==> src/rtl/mem_port_arbiter.sv <==
// Fetch/data arbiter for one single-port memory: 1-cycle grant, then waits on mem_ready; data wins unless fetch hit STARVE_LIMIT.
// Requesters hold req until their one-cycle ready pulse; optional grant counters under MEM_ARB_STATS_EN.
module mem_port_arbiter #(
  parameter int ADDR_W       = 32,
  parameter int DATA_W       = 32,
  parameter int STARVE_LIMIT = 4
) (
  input  logic              clk,
  input  logic              rst_n,
  input  logic              if_req,
  input  logic [ADDR_W-1:0] if_addr,
  output logic              if_ready,
  output logic [DATA_W-1:0] if_rdata,
  input  logic              d_rd,
  input  logic              d_wr,
  input  logic [ADDR_W-1:0] d_addr,
  input  logic [DATA_W-1:0] d_wdata,
  output logic              d_ready,
  output logic [DATA_W-1:0] d_rdata,
  output logic              mem_valid,
  output logic              mem_we,
  output logic [ADDR_W-1:0] mem_addr,
  output logic [DATA_W-1:0] mem_wdata,
  input  logic [DATA_W-1:0] mem_rdata,
  input  logic              mem_ready
`ifdef MEM_ARB_STATS_EN
  ,
  output logic [15:0]       stat_if_grants,
  output logic [15:0]       stat_d_grants,
  output logic [7:0]        stat_forced
`endif
);

  typedef enum logic [1:0] {IDLE, BUSY_I, BUSY_D} state_t;

  localparam logic [3:0] LIMIT = 4'(STARVE_LIMIT);

  state_t            r_state;
  logic [3:0]        r_starve_cnt;
  logic              r_mem_valid;
  logic              r_mem_we;
  logic [ADDR_W-1:0] r_mem_addr;
  logic [DATA_W-1:0] r_mem_wdata;

  logic w_idle;
  logic w_dreq;
  logic w_force;
  logic w_grant_i;
  logic w_grant_d;
  logic w_if_ready;
  logic w_d_ready;

  assign w_idle    = (r_state == IDLE);
  assign w_dreq    = d_rd | d_wr;
  assign w_force   = if_req & w_dreq & (r_starve_cnt == LIMIT);
  assign w_grant_i = w_idle & if_req & (~w_dreq | w_force);
  assign w_grant_d = w_idle & w_dreq & ~w_grant_i;

  // Gated by rst_n so a memory completion during reset never reaches a requester.
  assign w_if_ready = rst_n & (r_state == BUSY_I) & mem_ready;
  assign w_d_ready  = rst_n & (r_state == BUSY_D) & mem_ready;

  always_ff @(posedge clk) begin
    if (!rst_n) begin
      r_state      <= IDLE;
      r_starve_cnt <= 4'd0;
      r_mem_valid  <= 1'b0;
      r_mem_we     <= 1'b0;
      r_mem_addr   <= '0;
      r_mem_wdata  <= '0;
    end else begin
      case (r_state)
        IDLE: begin
          if (w_grant_i) begin
            r_state      <= BUSY_I;
            r_mem_valid  <= 1'b1;
            r_mem_we     <= 1'b0;
            r_mem_addr   <= if_addr;
            r_starve_cnt <= 4'd0;
          end else if (w_grant_d) begin
            r_state     <= BUSY_D;
            r_mem_valid <= 1'b1;
            r_mem_we    <= d_wr;
            r_mem_addr  <= d_addr;
            r_mem_wdata <= d_wdata;
            // Only a data win over a waiting fetch counts toward starvation.
            if (if_req) r_starve_cnt <= r_starve_cnt + 4'd1;
          end
        end
        BUSY_I, BUSY_D: begin
          if (mem_ready) begin
            r_state     <= IDLE;
            r_mem_valid <= 1'b0;
          end
        end
        default: begin
          r_state     <= IDLE;
          r_mem_valid <= 1'b0;
        end
      endcase
    end
  end

  assign mem_valid = r_mem_valid;
  assign mem_we    = r_mem_we;
  assign mem_addr  = r_mem_addr;
  assign mem_wdata = r_mem_wdata;
  assign if_ready  = w_if_ready;
  assign d_ready   = w_d_ready;
  assign if_rdata  = w_if_ready ? mem_rdata : '0;
  assign d_rdata   = w_d_ready  ? mem_rdata : '0;

`ifdef MEM_ARB_STATS_EN
  logic [15:0] r_stat_if;
  logic [15:0] r_stat_d;
  logic [7:0]  r_stat_forced;

  always_ff @(posedge clk) begin
    if (!rst_n) begin
      r_stat_if     <= 16'd0;
      r_stat_d      <= 16'd0;
      r_stat_forced <= 8'd0;
    end else begin
      if (w_grant_i && !(&r_stat_if))            r_stat_if     <= r_stat_if + 16'd1;
      if (w_grant_d && !(&r_stat_d))             r_stat_d      <= r_stat_d + 16'd1;
      if (w_idle && w_force && !(&r_stat_forced)) r_stat_forced <= r_stat_forced + 8'd1;
    end
  end

  assign stat_if_grants = r_stat_if;
  assign stat_d_grants  = r_stat_d;
  assign stat_forced    = r_stat_forced;
`endif

endmodule

==> config.mk <==
export PLATFORM = sky130hd
export DESIGN_NAME = mem_port_arbiter
export DESIGN_NICKNAME = d
export VERILOG_FILES = /design/src/rtl/mem_port_arbiter.sv
export SDC_FILE = /design/constraint.sdc
export NUM_CORES = 1
export LEC_CHECK = 0
export CAP_MARGIN = 20
export CORE_ASPECT_RATIO = 2
export CORE_MARGIN = 2
export CORE_UTILIZATION = 38
export DETAILED_ROUTE_END_ITERATION = 8
export PLACE_DENSITY_LB_ADDON = 0.3
export SYNTH_ARGS = -nofsm -noshare
export SYNTH_HDL_FRONTEND = slang
export SYNTH_SLANG_ARGS = --single-unit
export TNS_END_PERCENT = 50
==> constraint.sdc <==
create_clock -name clk -period 3 [get_ports clk]
set_input_delay 0.6 -clock clk [delete_from_list [all_inputs] [get_ports clk]]
set_output_delay 0.6 -clock clk [all_outputs]
set_load 0.005 [all_outputs]
==> parameters.txt, run 1 <==
Parameter                              Value

Run status
  Run status    completed

Setup path
  Largest driver fanout on the critical path    33
  Longest individual stage delay on the worst path    540 ps
  Type of the setup path with the least slack    primary input to output pin
  Largest delay share family, worst path    buffers and inverters
  Setup slack of the most critical reg-to-reg path    1020 ps
  Capture instance of the worst register-to-register path    mem_addr[31]
  Slowest library cell on the worst path    sky130_fd_sc_hd__clkdlybuf4s50_1
  Number of cell instances on the worst register-to-register path    7
  Bufs and invs on worst path    3
  Dominant cell type by count on the critical path    sky130_fd_sc_hd__clkdlybuf4s50_1
  Worst setup SP type    primary input
  Arrival time at the worst endpoint    2150 ps
  Crit Reg-Reg Startpoint    r_starve_cnt[0]
  Critical Path Sink Type    output pin
  Required time of the critical path    2400 ps
  Critical path, cell by cell    clkdlybuf4s50_1 > and3_1 > buf_12 > and2_1 > clkdlybuf4s50_1

Synth
  Number of warnings printed during yosys synthesis    0
  Post-synthesis sequential element count    72
  Post-Syn Area per Cell    7.67 sq um
  Sequential area share after synthesis    38.1%
  Number of enable flip-flop cells after synthesis    0
  Post-synthesis cell count    493
  Number of distinct library cells after synthesis    33
  Dominant synthesized flop cell    sky130_fd_sc_hd__dfxtp_1
  Net count after synthesis    632
  Proportion of register bits with asynchronous set or reset after synthesis    0%
  Synth Cell Area    3780 sq um

Cells and area
  Count of placed standard cells in the final layout, fillers left out    874
  Number of antenna repair diodes    0
  Post-layout net count    876
  Filler cells    826
  Fraction of final layout cells sized beyond drive strength 1    5.66%
  Area growth from synthesis to final layout    79.2%

STA
  Unrepaired setup endpoints after global routing    false
  Max-slew violation count    0
  Relative slew slack    42.6%
  Setup violations, final    0
  Final clock period utilization by the worst path    91.8%
  F_max    363 MHz
  Total negative slack    0 ps
  Final worst clock skew    4.53 ps
  Worst Setup Slack, final    245 ps
  Final Critical Period    2750 ps
  Final number of hold-violating endpoints    0
  Slew @ Worst Pin    861 ps

Die
  Count of boundary I/O pins    266
  Die Wd    74.5 microns
  Die ar.    10800 sq um
  Die Span Y    145 microns
  Standard-cell row count    51
  Initial Utilization    39.0%
  Core footprint    9700 sq um

Clocking
  CTS Hold Bufs    0
  Clock tree from TritonCTS    done
  Number of post-CTS setup repair buffers    0
  Number of buffers inserted during clock tree synthesis    9
  Clk sinks    72
  Clock latency on the worst-skew pair    330 ps
  Buffer depth of the longest clock path    2
  Root Buffer    sky130_fd_sc_hd__clkbuf_16
  Clock edge transition at the registers on the reported setup and hold paths    50 ps
  Cts repair resizes    0
  Htree depth    3

Pwr
  IR drop worst, VDD    0.364 mV
  Leakage component of the power    2.55 nW
  Total power per unit cell area    435 nW/um^2

Hold path
  Origin of the worst min-delay path    mem_valid
  Capture endpoint of the worst hold path    mem_valid
  Cell depth of the worst min-delay path    2
  Min-Delay Path Class    register to register

Job
  Maximum capacitance violations    0

Place
  Final weighted congestion in routability-driven placement    0.868
  Sum of net half-perimeters after detailed placement    10700 microns
  Worst setup slack before clock tree synthesis    266 ps
  Placed instance count    858
  Buffers on Ports    265

Global route
  Number of antenna violations at the first check in global routing    0
  Wire length of the first global-routing pass    21600 microns
  Pin count of the biggest net entering global routing    96
  Aggregate global-route resource usage    25.3%
  Residual overflow from global routing    0
  Vias in the first global route    4484

Routing
  First-pass DRT Iterations    4
  Via count normalized by instance count    5.11
  Total Wirelength    14100 microns
  Total number of vias    4463
  Final routed wire length divided by cell count    16.2 microns
  Remaining number of nets flagged by the antenna check after routing    0
  DRC Markers    0
  Initial drt markers    254
## synthesized netlist by cell type (2+ instances only)
master	instances	area [sq um]
sky130_fd_sc_hd__o21ai_1	19	95.1
sky130_fd_sc_hd__buf_1	3	11.3
sky130_fd_sc_hd__a21boi_0	4	30.0
sky130_fd_sc_hd__inv_1	7	26.3
sky130_fd_sc_hd__o21ai_0	43	215
sky130_fd_sc_hd__dfxtp_1	72	1440
sky130_fd_sc_hd__clkbuf_1	31	116
sky130_fd_sc_hd__buf_6	8	90.1
sky130_fd_sc_hd__nand4b_1	2	17.5
sky130_fd_sc_hd__nand2_1	39	146
sky130_fd_sc_hd__and3_1	2	12.5
sky130_fd_sc_hd__and2_1	65	407
sky130_fd_sc_hd__buf_2	2	10.0
sky130_fd_sc_hd__o31ai_1	32	240
sky130_fd_sc_hd__nor3_1	35	175
sky130_fd_sc_hd__or3_1	31	194
sky130_fd_sc_hd__nor2_1	32	120
sky130_fd_sc_hd__ha_1	5	62.6
sky130_fd_sc_hd__nand2b_1	3	18.8
sky130_fd_sc_hd__o21a_1	2	15.0
sky130_fd_sc_hd__o21ai_2	8	70.1
sky130_fd_sc_hd__nand3_1	37	185
## worst max-delay path by stage
stage          slack, ps  cells past startpoint           to       from
2_1_floorplan        980                      4  d_rdata[22]      rst_n
4_1_cts              250                      5  if_rdata[8]  mem_ready
3_3_place_gp         270                      5  if_rdata[8]  mem_ready
3_5_place_dp         270                      5   d_rdata[5]  mem_ready
5_1_grt              190                      5  if_rdata[1]  mem_ready
6_report             250                      5  if_rdata[8]  mem_ready
## logic make-up (layout without fill, tap and decap cells)
family	Yosys count	after routing	share of synthesized area, %
AOI/OAI and AO/OA	112	112	18.5
buffers and inverters	53	302	7.05
DFF	72	72	38.1
and+or+nand+nor	251	251	34.7
adders and majority gates	5	5	1.65
## per-stage QoR
| stage | instance area, sq um | hold slack, ps | utilization [%] | power, W |
|---|---|---|---|---|
| after floorplan | 3780 | 440 | - | 0.00150 |
| after global placement | 6500 | 442 | 67.0 | 0.00197 |
| final | 6780 | 449 | 69.9 | 0.00295 |
| after CTS | 6780 | 451 | 69.9 | 0.00297 |
| after detailed placement | 6500 | 442 | 67.0 | 0.00200 |
| after global routing | 6780 | 478 | 69.9 | 0.00310 |
## worst register-to-register path: cells and delay by family (launching register included)
family                   cells  cell delay [ps]
AND/OR/NAND/NOR              3              800
AO/OA/AOI/OAI                1              100
adder cells (fa/ha/maj)      1              220
buffers and inverters        2              340
flip-flops                   1              400
## power by group
part | internal [W] | switching (W)
clock | 0.000575 | 0.000392
combinational | 0.000496 | 0.000356
sequential | 0.00107 | 0.0000581
total | 0.00214 | 0.000807
## cells in the final DEF, fill, tap and decap left out, types with 5 or more instances in the layout
master | Yosys | layout
sky130_fd_sc_hd__clkdlybuf4s50_1 | 0 | 264
sky130_fd_sc_hd__dfxtp_1 | 72 | 72
sky130_fd_sc_hd__and2_1 | 65 | 65
sky130_fd_sc_hd__o21ai_0 | 43 | 43
sky130_fd_sc_hd__nand2_1 | 39 | 39
sky130_fd_sc_hd__nand3_1 | 37 | 37
sky130_fd_sc_hd__nor3_1 | 35 | 35
sky130_fd_sc_hd__nor2_1 | 32 | 32
sky130_fd_sc_hd__o31ai_1 | 32 | 32
sky130_fd_sc_hd__or3_1 | 31 | 31
sky130_fd_sc_hd__o21ai_1 | 19 | 18
sky130_fd_sc_hd__buf_4 | 1 | 11
sky130_fd_sc_hd__o21ai_2 | 8 | 9
sky130_fd_sc_hd__clkbuf_16 | 0 | 9
sky130_fd_sc_hd__inv_1 | 7 | 7
sky130_fd_sc_hd__ha_1 | 5 | 5
## area by class of cell
cell class / instances / area, sq um / share of cell area (%)
Sequential cell: 72 / 1440 / 21.3
Tap cell: 132 / 165 / 2.44
Clock buffer: 10 / 239 / 3.53
Multi-Input combinational cell: 368 / 2080 / 30.7
Timing Repair Buffer: 279 / 2790 / 41.2
Clock inverter: 6 / 35.0 / 0.517
Inverter: 7 / 26.3 / 0.388
## registers in the layout (all words and copies together), names as in the netlist
name,cells
mem_addr,32
mem_valid,1
mem_wdata,32
mem_we,1
r_starve_cnt,4
r_state,2
## layer usage
layer | vias to the layer above | global-route usage (%) | share of wire, %
met5 | - | 0 | 0
met4 | 0 | 11.1 | 4.2
met3 | 38 | 8.26 | 8.8
met2 | 197 | 44.2 | 50
met1 | 2022 | 26.5 | 38
li1 | 2206 | - | -
No activity file was read; power rests on OpenSTA's default activity.
==> run 2, diff against run 1 <==
Settings changed: PLACE_DENSITY_LB_ADDON 0.3 to 0.08.
==> run 2 against run 1 <==
Against the previous run:
- sequential cell count unchanged
- clock power up 25%
- fmax is essentially flat
- via count increased by 0.20%
- clock-buffer cell count stayed put
- critical path type unchanged
- critical endpoint is now d_rdata[4]
- largest cell class unchanged
==> parameters.txt, run 2 (synthesis gave the netlist of run 1 again) <==
Parameter                              Value

Hold path
  Min-Delay Path Class    register to register

Clocking
  Root Buffer    sky130_fd_sc_hd__clkbuf_16
  CTS Hold Bufs    0 (unchanged)
  Buffer depth of the longest clock path    2 (unchanged)
  Number of buffers inserted during clock tree synthesis    9 (unchanged)
  Clock latency on the worst-skew pair    330 ps (about the same)
  Cts repair resizes    0 (unchanged)
  Htree depth    3 (unchanged)
  Clock edge transition at the registers on the reported setup and hold paths    60 ps (about the same)
  Number of post-CTS setup repair buffers    0 (unchanged)
  Clk sinks    72 (unchanged)
  Clock tree from TritonCTS    done

STA
  Relative slew slack    36.2% (-6.4 points)
  Final Critical Period    2760 ps (+2.17 ps)
  Final worst clock skew    5.74 ps (+1.21 ps)
  Final clock period utilization by the worst path    91.9% (about the same)
  Final number of hold-violating endpoints    0 (unchanged)
  Total negative slack    0 ps (unchanged)
  Worst Setup Slack, final    243 ps (-2.17 ps)
  Max-slew violation count    0 (unchanged)
  Setup violations, final    0 (unchanged)
  F_max    363 MHz (about the same)
  Unrepaired setup endpoints after global routing    false
  Final hold slack    449 ps (+0.893 ps)
  Slew @ Worst Pin    957 ps (+95.7 ps)

Cells and area
  Fraction of final layout cells sized beyond drive strength 1    5.40% (-0.26 points)
  Number of antenna repair diodes    0 (unchanged)
  Leading cell type in the layout, fill and taps excluded    sky130_fd_sc_hd__clkdlybuf4s50_1
  Register area    1440 sq um (unchanged)
  Filler cells    849 (+2.8%)
  Post-layout net count    875 (-0.11%)
  Area of the multi-input gates    2080 sq um (unchanged)
  Area growth from synthesis to final layout    81.3%
  Most used cells in the layout excluding fill and tap cells    sky130_fd_sc_hd__clkdlybuf4s50_1, sky130_fd_sc_hd__dfxtp_1, sky130_fd_sc_hd__and2_1

Pwr
  IR drop worst, VDD    0.379 mV (+4.1%)
  Internal power of the cells    0.00237 W (+11%)
  Leakage component of the power    2.59 nW (+1.4%)
  Switching power share of the total    25.5% (-1.9 points)
  Relative contribution of combinational cells to total power    26.8% (-2.1 points)
  Clock share of power    37.9% (+5.1 points)
  Sw Pwr    0.000812 W (+0.69%)
  Sequential power share    35.3% (-2.9 points)
  Total power per unit cell area    465 nW/um^2 (+6.9%)

Routing
  Total number of vias    4472 (+0.20%)
  Via count normalized by instance count    5.12 (+0.32%)
  Remaining number of nets flagged by the antenna check after routing    0 (unchanged)
  First-pass DRT Iterations    4 (unchanged)
  DRC Markers    0 (unchanged)
  Initial drt markers    211 (-17%)
  Final routed wire length divided by cell count    16.4 microns (+1.5%)
  Total Wirelength    14300 microns (+1.3%)

Setup path
  Required time of the critical path    2400 ps (about the same)
  Arrival time at the worst endpoint    2160 ps (about the same)
  Bufs and invs on worst path    3 (unchanged)
  Slowest library cell on the worst path    sky130_fd_sc_hd__clkdlybuf4s50_1
  Critical Path Sink Type    output pin
  Dominant cell type by count on the critical path    sky130_fd_sc_hd__clkdlybuf4s50_1
  Largest delay share family, worst path    buffers and inverters
  Largest driver fanout on the critical path    33 (unchanged)
  Worst setup SP type    primary input
  Critical path, cell by cell    clkdlybuf4s50_1 > and3_1 > buf_12 > and2_1 > clkdlybuf4s50_1
  Type of the setup path with the least slack    primary input to output pin
  Longest individual stage delay on the worst path    540 ps (about the same)

Die
  Standard-cell row count    51 (unchanged)
  Die Span Y    145 microns (unchanged)
  Die ar.    10800 sq um (unchanged)
  Initial Utilization    39.0% (unchanged)
  Die Wd    74.5 microns (unchanged)
  Count of boundary I/O pins    266 (unchanged)
  Core footprint    9700 sq um (unchanged)

Global route
  Layer with the highest usage    met2
  M1 GR Usage    28.8% (+2.4 points)
  Wire length of the first global-routing pass    21800 microns (+0.99%)
  Global routing usage on met2    44.6% (+0.40 points)
  Residual overflow from global routing    0 (unchanged)
  Number of antenna violations at the first check in global routing    0 (unchanged)
  Pin count of the biggest net entering global routing    106 (+10%)
  Vias in the first global route    4329 (-3.5%)
  Aggregate global-route resource usage    26.0% (+0.69 points)
  Met3 Use GR    7.64% (-0.62 points)

Place
  Buffers on Ports    265 (unchanged)
  Final weighted congestion in routability-driven placement    0.856 (-1.4%)
  Worst setup slack before clock tree synthesis    235 ps (-31.1 ps)
  Sum of net half-perimeters after detailed placement    10800 microns (+0.83%)

Job
  Maximum capacitance violations    0 (unchanged)

Run status
  Run status    completed
==> run 2: cell types whose count changed in the layout (fill, tap and decap cells not counted) <==
cell,change
sky130_fd_sc_hd__clkbuf_8,-1
sky130_fd_sc_hd__buf_4,-3
sky130_fd_sc_hd__buf_12,+2
sky130_fd_sc_hd__clkbuf_1,+1
sky130_fd_sc_hd__clkinv_2,-2
sky130_fd_sc_hd__clkinvlp_4,-1
sky130_fd_sc_hd__bufinv_16,+3
==> run 2: metal layers <==
layer | share of wire [%] | vias to the layer above
li1 | - | 2198
met1 | 37 | 2056
met2 | 52 | 186
met3 | 8.3 | 32
met4 | 3.1 | 0
met5 | 0 | -
==> run 2: worst paths after layout <==
kind,slack [ps],depth (start not counted),from,to
worst max-delay path,240,5,mem_ready,d_rdata[4]
worst min-delay path,450,2,mem_valid,mem_valid
worst max register to register,1100,7,r_state[0],mem_addr[6]
worst min register to register,450,2,mem_valid,mem_valid
==> run 2: area by class of cell <==
| cell class | instances | share of cell area [%] |
|---|---|---|
| multi-input cells | 368 | 30.3 |
| flip-flops and latches | 72 | 21.0 |
| clock buffers | 10 | 3.34 |
| well taps | 132 | 2.41 |
| repair buffers | 278 | 40.9 |
| clock inverters | 6 | 1.57 |
| inverters | 7 | 0.383 |
==> run 2: power groups by stage <==
stage / clock network (W) / logic (W) / registers, W
global placement: 0 / 0.000838 / 0.00114
floorplan: 0 / 0.000345 / 0.00115
CTS: 0.00123 / 0.000860 / 0.00112
finish: 0.00121 / 0.000854 / 0.00112
detailed placement: 0 / 0.000853 / 0.00114
global route: 0.00128 / 0.000929 / 0.00114
==> run 2: per-stage QoR <==
stage	power, W	area, sq um	util, %	std cells
global route	0.00335	6860	70.7	873
detailed placement	0.00200	6520	67.2	857
global placement	0.00198	6520	67.2	857
finish	0.00319	6860	70.7	873
floorplan	0.00150	3780	-	493
CTS	0.00322	6860	70.7	873
==> run 2: worst register-to-register path: cells and delay by family, from the launching register on <==
family / cells / cell delay [ps]
AND/OR/NAND/NOR: 2 / 460
buffers and inverters: 2 / 350
AO/OA/AOI/OAI: 2 / 340
flip-flops: 1 / 320
adder cells (fa/ha/maj): 1 / 310
